File: src/rtl/simplez_cpu_pkg.sv
// Shared Simplez definitions: opcode field widths, opcode and extended-opcode values, core states.
package simplez_cpu_pkg;

  localparam int unsigned CO_W  = 3;
  localparam int unsigned COE_W = 4;

  typedef enum logic [CO_W-1:0] {
    OP_ST  = 3'd0,
    OP_LD  = 3'd1,
    OP_ADD = 3'd2,
    OP_BR  = 3'd3,
    OP_BZ  = 3'd4,
    OP_CLR = 3'd5,
    OP_DEC = 3'd6,
    OP_EXT = 3'd7
  } opcode_e;

  localparam logic [COE_W-1:0] COE_HALT = 4'hE;
  localparam logic [COE_W-1:0] COE_WAIT = 4'hF;

  typedef enum logic [2:0] {
    S_START,
    S_FETCH,
    S_DECODE,
    S_MEM,
    S_TIMER,
    S_HALTED
  } state_e;

endpackage

File: src/rtl/simplez_wait_timer.sv
// Count-down timer behind the WAIT instruction: load CYCLES-1, decrement while running.
module simplez_wait_timer #(
  parameter int unsigned CYCLES = 2400000
) (
  input  logic clk,
  input  logic rstn,
  input  logic load,
  input  logic run,
  output logic zero_c
);

  localparam int unsigned TW = $clog2(CYCLES + 1);

  logic [TW-1:0] count;

  always_ff @(posedge clk) begin
    if (!rstn) begin
      count <= '0;
    end else if (load) begin
      count <= TW'(CYCLES - 1);
    end else if (run && (count != '0)) begin
      count <= count - TW'(1);
    end
  end

  assign zero_c = (count == '0);

endmodule

File: src/rtl/simplez_cpu.sv
// Simplez core on a req/ack memory/IO bus, with HALT/resume and a cycle-count WAIT.
module simplez_cpu
  import simplez_cpu_pkg::*;
#(
  parameter int unsigned DW          = 12,
  parameter int unsigned AW          = 9,
  parameter int unsigned WAIT_CYCLES = 2400000,
  parameter int unsigned RESET_PC    = 0
) (
  input  logic          clk,
  input  logic          rstn,
  output logic          bus_req,
  output logic          bus_we,
  output logic [AW-1:0] bus_addr,
  output logic [DW-1:0] bus_wdata,
  input  logic [DW-1:0] bus_rdata,
  input  logic          bus_ack,
  input  logic          resume,
  output logic [DW-1:0] acc,
  output logic          halted,
  output logic [AW-1:0] pc
);

  state_e         state;
  logic [AW-1:0]  cp;
  logic [DW-1:0]  ri;
  logic [DW-1:0]  a;
  logic           z;

  opcode_e        co;
  logic [COE_W-1:0] coe;
  logic [AW-1:0]  cd;
  logic [AW-1:0]  cp_inc;
  logic [DW-1:0]  a_dec;
  logic [DW-1:0]  a_sum;
  logic           timer_load;
  logic           timer_zero;

  assign co     = opcode_e'(ri[DW-1 -: CO_W]);
  assign coe    = ri[DW-1 -: COE_W];
  assign cd     = ri[AW-1:0];
  assign cp_inc = cp + AW'(1);
  assign a_dec  = a - DW'(1);
  assign a_sum  = a + bus_rdata;

  // Bus controls decode straight from registered state so they hold steady until ack.
  assign bus_req   = (state == S_FETCH) || (state == S_MEM);
  assign bus_we    = (state == S_MEM) && (co == OP_ST);
  assign bus_addr  = (state == S_MEM) ? cd : cp;
  assign bus_wdata = a;
  assign acc       = a;
  assign pc        = cp;

  assign timer_load = (state == S_DECODE) && (co == OP_EXT) && (coe == COE_WAIT);

  simplez_wait_timer #(
    .CYCLES(WAIT_CYCLES)
  ) u_wait_timer (
    .clk    (clk),
    .rstn   (rstn),
    .load   (timer_load),
    .run    (state == S_TIMER),
    .zero_c (timer_zero)
  );

  always_ff @(posedge clk) begin
    if (!rstn) begin
      state  <= S_START;
      cp     <= AW'(RESET_PC);
      ri     <= '0;
      a      <= '0;
      z      <= 1'b0;
      halted <= 1'b0;
    end else begin
      case (state)
        S_START: state <= S_FETCH;

        S_FETCH: begin
          if (bus_ack) begin
            ri    <= bus_rdata;
            state <= S_DECODE;
          end
        end

        S_DECODE: begin
          case (co)
            OP_ST, OP_LD, OP_ADD: state <= S_MEM;
            OP_BR: begin
              cp    <= cd;
              state <= S_FETCH;
            end
            OP_BZ: begin
              cp    <= z ? cd : cp_inc;
              state <= S_FETCH;
            end
            OP_CLR: begin
              a     <= '0;
              z     <= 1'b1;
              cp    <= cp_inc;
              state <= S_FETCH;
            end
            OP_DEC: begin
              a     <= a_dec;
              z     <= (a_dec == '0);
              cp    <= cp_inc;
              state <= S_FETCH;
            end
            OP_EXT: begin
              if (coe == COE_HALT) begin
                halted <= 1'b1;
                state  <= S_HALTED;
              end else begin
                state  <= S_TIMER;
              end
            end
          endcase
        end

        // Operand access; ST leaves A and Z untouched.
        S_MEM: begin
          if (bus_ack) begin
            case (co)
              OP_LD: begin
                a <= bus_rdata;
                z <= (bus_rdata == '0);
              end
              OP_ADD: begin
                a <= a_sum;
                z <= (a_sum == '0);
              end
              default: ;
            endcase
            cp    <= cp_inc;
            state <= S_FETCH;
          end
        end

        S_TIMER: begin
          if (timer_zero) begin
            cp    <= cp_inc;
            state <= S_FETCH;
          end
        end

        S_HALTED: begin
          if (resume) begin
            halted <= 1'b0;
            cp     <= cp_inc;
            state  <= S_FETCH;
          end
        end

        default: state <= S_START;
      endcase
    end
  end

endmodule

File: config.mk
export PLATFORM = sky130hd
export DESIGN_NAME = simplez_cpu
export DESIGN_NICKNAME = d
export VERILOG_FILES = /design/src/rtl/simplez_cpu_pkg.sv /design/src/rtl/simplez_wait_timer.sv /design/src/rtl/simplez_cpu.sv
export SDC_FILE = /design/constraint.sdc
export NUM_CORES = 1
export LEC_CHECK = 0
export CORE_ASPECT_RATIO = 0.9
export CORE_MARGIN = 10
export CORE_UTILIZATION = 44
export DETAILED_ROUTE_END_ITERATION = 8
export GPL_ROUTABILITY_DRIVEN = 1
export GPL_TIMING_DRIVEN = 0
export HOLD_SLACK_MARGIN = 0.02
export PLACE_DENSITY = 0.67
export SLEW_MARGIN = 10
export SYNTH_ARGS = -nofsm -noshare
export SYNTH_HDL_FRONTEND = slang
export SYNTH_SLANG_ARGS = --single-unit
export TNS_END_PERCENT = 5
File: constraint.sdc
create_clock -name clk -period 3.9 [get_ports clk]
set_input_delay 1.17 -clock clk [delete_from_list [all_inputs] [get_ports clk]]
set_output_delay 1.17 -clock clk [all_outputs]
set_load 0.01 [all_outputs]
==> results.yml, run 1 <==
timing:
  hold_viol: 0
  rsz0062_at_grt: "yes"
  max_freq_ghz: 0.2647
  slew_violations: 0
  skew_ns: 0.007824
  setup_tns_ns: 0
  maxSlewHeadroom_pct: 21.98
  postLayoutSetupSlackWorst_ns: 0.1219
  period_share_pct: 96.87
  worstMarginPinSlew_ns: 1.163
  period_needed_ns: 3.778
  setup_violations: 0
synth:
  synth_cell_types: 67
  yosys_warnings: 0
  synthArstFlopShare_pct: 0
  synth.avg_cell_area_um2: 7.580
  synth-edff-count: 0
  syn-cell-area_mm2: 0.004275
  syn_inst: 564
  synth_seq_cells: 60
  synth.yosys.seq_area_share_pct: 28.09
  ys.flop_type: "dfxtp_1"
  synth_nets: 596
routing:
  num_vias: 4518
  top_layer: "met4"
  wl_met1_um: 6077
  drc_errors: 0
  drt-pass1-iter-count: 6
  drt_wl_total_um: 13360
  wire_per_inst_um: 17.48
  detailroute.wirelength.met2_um: 6136
  ant_nets: 0
  met3_length_um: 984
  viasPerCell: 5.914
  drtIter0Drc: 401
layout:
  final_layout_size_suffix_gt1_share_pct: 8.150
  finalNonFillerCells: 764
  fin_nets: 667
  final_core_util_pct: 54.65
  n_antenna_cell: 0
  area_delta_synth_final_pct: 22.36
power_and_ir_drop:
  ir_worst_vdd_v: 0.0002482
  powerDensity_mw_per_mm2: 259.9
  p_leak_nw: 1.918
  power.total_mw: 1.360
floorplan:
  core_mm2: 0.009572
  die_w_um: 123.9
  io_pins: 61
  dieArea_mm2: 0.01407
  rows: 34
  die_y_um: 113.5
  initial_core_util_pct: 44.67
setup_path:
  r2r_setup_slack_ns: 1.07
  slowest_stage: "clkdlybuf4s50_1"
  critPathCaptureType: "flip-flop"
  max_stage_delay_ns: 0.54
  path_cells: "clkdlybuf4s50_1 -> ha_1 -> fa_1 -> a211oi_1 -> o211ai_1 -> a211o_1 -> a2bb2oi_1 -> nand4_1 -> a221oi_1"
  path_delay_family: "compound AO/OA/AOI/OAI gates"
  path_buf_inv: 1
  timing.critical_path.from_type: "primary input"
  cp_max_fo: 4
  crit_required_ns: 4.14
  worstSetupPathType: "in -> reg"
  arrival_ns: 4.02
placement:
  routabilityCongestion: 0.9223
  post-place-ws_ns: -0.1998
  dp_hpwl_um: 10160
  dp.cells: 750
  port_buffers: 60
global_route:
  grt_pass1_vias: 4225
  antenna_found_initial: 0
  grt_pass1_wl_um: 21690
  grt_overflow_total: 0
  grtUsageTotal_pct: 18.91
  grt_max_degree: 11
clock_tree:
  cts_tree: "done"
  clk_latency_ns: 0.34
  path_clk_slew_ns: 0.07
  clock_path_buffers: 2
  cts_buffers: 9
  cts_root_buffer: "clkbuf_8"
  postCtsSetupBuffers: 0
  clock_sinks: 60
  htreeDepth: 3
run:
  maxCapViolations: 0
hold_path:
  hold_path.class: "reg -> reg"
outcome:
  outcome: "complete, no violations"
-- metal layers --
layer	up-vias	global-route usage [%]
li1	2218	-
met1	2123	24.93
met2	162	30.64
met3	15	4.051
met4	0	4.601
met5	-	0
-- final cells by class --
| cell class | count | area (um^2) |
|---|---|---|
| sequential | 60 | 1201 |
| inverter | 14 | 52.55 |
| tap | 126 | 157.7 |
| clock inverter | 2 | 35.03 |
| clock buffer | 12 | 155.1 |
| multi-input combinational | 448 | 2806 |
| fill | 955 | 4340 |
| timing repair buffer | 60 | 600.6 |
| buffer | 42 | 222.7 |
-- timing repair --
item | 4_1_cts | 5_1_grt
hold buffers | 0 | 0
resized for setup | 0 | 3
endpoints found under the setup margin | 0 | 10
-- metrics by stage --
stage               cell area (um^2)  hold slack, ns
floorplan                       4275          0.4363
global placement                5034          0.4505
detailed placement              5034          0.4560
CTS                             5224          0.4650
global route                    5231          0.4894
finish                          5231          0.4623
-- registers in the layout (all words and copies together), names as in the netlist --
register / cells
u_wait_timer.count: 22
acc: 12
ri: 12
pc: 9
state: 3
halted: 1
z: 1
-- logic make-up after synthesis --
| logic type | Yosys count | synth area share (%) |
|---|---|---|
| buf+inv | 56 | 6.409 |
| simple gates | 240 | 28.80 |
| xor+xnor | 27 | 5.531 |
| flops | 60 | 28.09 |
| compound gates | 159 | 24.88 |
| mux | 6 | 1.434 |
| fa+ha+maj | 16 | 4.858 |
-- cells in the mapped netlist (all sizes together), types with 13 or more instances --
cell type / count / area, um^2
nand2: 92 / 345.3
dfxtp: 60 / 1201
a21oi: 54 / 270.3
nor2: 39 / 146.4
clkbuf: 26 / 97.59
o21ai: 26 / 130.1
nor3: 23 / 120.1
nor4: 22 / 167.7
xnor2: 21 / 183.9
buf: 16 / 123.9
ha: 15 / 187.7
inv: 13 / 48.80
-- layout by cell type, fill, tap and decap left out, drive strengths merged, types with 5 or more instances in the layout --
cell type,instances
a211o,6
a211oi,9
a21o,8
a21oi,54
a221oi,5
a22oi,5
and3,6
buf,16
clkbuf,38
clkdlybuf4s50,60
dfxtp,60
ha,15
inv,13
mux2i,5
nand2,92
nand2b,7
nand3,9
nand3b,6
nor2,39
nor2b,6
nor3,23
nor4,22
o211ai,6
o21a,6
o21ai,26
o221ai,5
o31ai,5
or4,8
xnor2,21
xor2,6
-- path summary, 6_finish.rpt --
kind                       startpoint            endpoint  cells after the start
setup / recovery         bus_rdata[0]      z$_SDFFE_PN0P_                      9
hold / removal     ri[0]$_SDFFE_PN0P_  ri[0]$_SDFFE_PN0P_                      2
setup reg to reg  acc[6]$_SDFFE_PN0P_      z$_SDFFE_PN0P_                      8
hold reg to reg    ri[0]$_SDFFE_PN0P_  ri[0]$_SDFFE_PN0P_                      2
-- tightest hold or removal path: stages (launching register included) --
cell and delay [ns]:
dfxtp_1 0.31, nand2_1 0.05, a21oi_1 0.05
-- power breakdown --
part | internal [mW] | switching, mW
sequential | 0.621 | 0.00825
clock | 0.322 | 0.240
combinational | 0.0627 | 0.105
total | 1.01 | 0.353
(Power assumes the default switching activity.)
==> inputs of run 2 (changes only) <==
- CAP_MARGIN: not set -> 20
==> run 2 against run 1 <==
Against the previous run:
- via count hardly changed
- register-to-register slack hardly changed
- setup slack better by 0.0011 ns
- first-iteration DRC count is 9.7% lower
- clock skew is 0.0010 ns higher
- hold slack hardly changed
- die area stayed put
- non-clock buffer count is 1 higher
- count of clock-buffer cells in the layout stayed put
- routed wire length is 0.16% higher
- critical path depth stayed put
- design area hardly changed
- critical path type unchanged
- largest cell class unchanged
- largest power group unchanged
==> results.yml, run 2 (synthesized netlist as in run 1, its figures left out) <==
outcome:
  outcome: "complete, no violations"
layout:
  area_delta_synth_final_pct: 22.48
  max_flop_register: "u_wait_timer.count"
  layout_commonest_cell: "nand2_1"
  finalNonFillerCells: 765
  fin_area_mm2: 0.005236
  fin_nets: 668
  n_antenna_cell: 0
  final_cell_mix: "nand2_1 (92), dfxtp_1 (60), clkdlybuf4s50_1 (60)"
  largest_reg_flops: 22
  seqCellArea_mm2: 0.001201
  final_layout_size_suffix_gt1_share_pct: 8.294
  fillCellCount: 957
  multi_input_area_mm2: 0.002806
timing:
  period_needed_ns: 3.777
  worstMarginPinSlew_ns: 0.8477
  period_share_pct: 96.85
  setup_tns_ns: 0
  hold_viol: 0
  maxSlewHeadroom_pct: 42.97
  max_freq_ghz: 0.2648
  skew_ns: 0.008830
  setup_violations: 0
  rsz0062_at_grt: "yes"
  slew_violations: 0
placement:
  routabilityCongestion: 0.9223
  dp.cells: 750
  port_buffers: 60
  placed_area_mm2: 0.005034
  dp_hpwl_um: 10160
power_and_ir_drop:
  powerDensity_mw_per_mm2: 259.8
  power.total_mw: 1.360
  p_leak_nw: 1.924
  ir_worst_vdd_v: 0.0002483
routing:
  drt_wl_total_um: 13380
  wire_per_inst_um: 17.49
  viasPerCell: 5.905
  num_vias: 4517
  ant_nets: 0
  drt-pass1-iter-count: 5
  drtIter0Drc: 362
  drc_errors: 0
clock_tree:
  clk_latency_ns: 0.34
  cts_tree: "done"
  clock_sinks: 60
  clock_path_buffers: 2
  cts_root_buffer: "clkbuf_8"
  path_clk_slew_ns: 0.07
  htreeDepth: 3
  cts_buffers: 9
floorplan:
  core_mm2: 0.009572
  dieArea_mm2: 0.01407
  initial_core_util_pct: 44.67
  die_w_um: 123.9
  die_y_um: 113.5
  io_pins: 61
  rows: 34
setup_path:
  worstSetupPathType: "in -> reg"
  crit_required_ns: 4.14
  timing.critical_path.from_type: "primary input"
  critPathCaptureType: "flip-flop"
  arrival_ns: 4.02
  cp_max_fo: 4
global_route:
  grt_pass1_wl_um: 21690
  grtUsageTotal_pct: 18.91
  grt_overflow_total: 0
  grt_max_degree: 11
  grt_pass1_vias: 4225
  antenna_found_initial: 0
run:
  maxCapViolations: 0
hold_path:
  hold_path.class: "reg -> reg"
run 2: changes by cell type in the layout (fill, tap and decap cells not counted), sizes merged:
cell / change
buf: +1
run 2: stage by stage:
step	worst slack [ns]	hold WS (ns)	utilization, %
detailed placement	-0.1998	0.4560	52.59
floorplan	0.7896	0.4363	-
global route	-0.07716	0.4894	54.71
finish	0.1230	0.4622	54.71
CTS	0.01848	0.4650	54.58
global placement	-0.1972	0.4505	52.59
run 2: final timing paths:
kind	startpoint	end	slack, ns	cells past startpoint
max	bus_rdata[0]	z$_SDFFE_PN0P_	0.12	9
min	ri[0]$_SDFFE_PN0P_	ri[0]$_SDFFE_PN0P_	0.46	2
max reg2reg	acc[6]$_SDFFE_PN0P_	z$_SDFFE_PN0P_	1.06	8
min reg2reg	ri[0]$_SDFFE_PN0P_	ri[0]$_SDFFE_PN0P_	0.46	2
run 2: worst max-delay path, cell delays in order:
cell and delay (ns):
clkdlybuf4s50_1 0.54, ha_1 0.30, fa_1 0.44, a211oi_1 0.45
o211ai_1 0.19, a211o_1 0.33, a2bb2oi_1 0.16, nand4_1 0.13
a221oi_1 0.29
run 2: where the power goes:
| part | switching (mW) | internal (mW) | total, mW |
|---|---|---|---|
| Sequential | 0.00822 | 0.621 | 0.630 |
| Clock | 0.241 | 0.322 | 0.564 |
| Combinational | 0.105 | 0.0627 | 0.167 |
run 2: routing by layer:
layer / wire, um / global-route usage (%) / share of wire (%) / up-vias
met5: 0 / 0 / 0 / -
met4: 148 / 4.601 / 1.1 / 0
met3: 1090 / 4.051 / 8.1 / 17
met2: 6068 / 30.64 / 45 / 165
met1: 6071 / 24.93 / 45 / 2115
li1: - / - / - / 2220
run 2: final cells by class:
| class | instances | share of cell area [%] |
|---|---|---|
| multi-input cells | 448 | 53.60 |
| flip-flops and latches | 60 | 22.94 |
| repair buffers | 61 | 11.57 |
| plain buffers | 42 | 4.253 |
| well taps | 126 | 3.011 |
| clock buffers | 12 | 2.963 |
| inverters | 14 | 1.004 |
| clock inverters | 2 | 0.6691 |
run 2: repair_timing:
item / CTS / global route
setup buffers: 0 / 0
gates resized for setup: 0 / 3
endpoints found under the setup margin: 0 / 10
hold buffers: 0 / 0
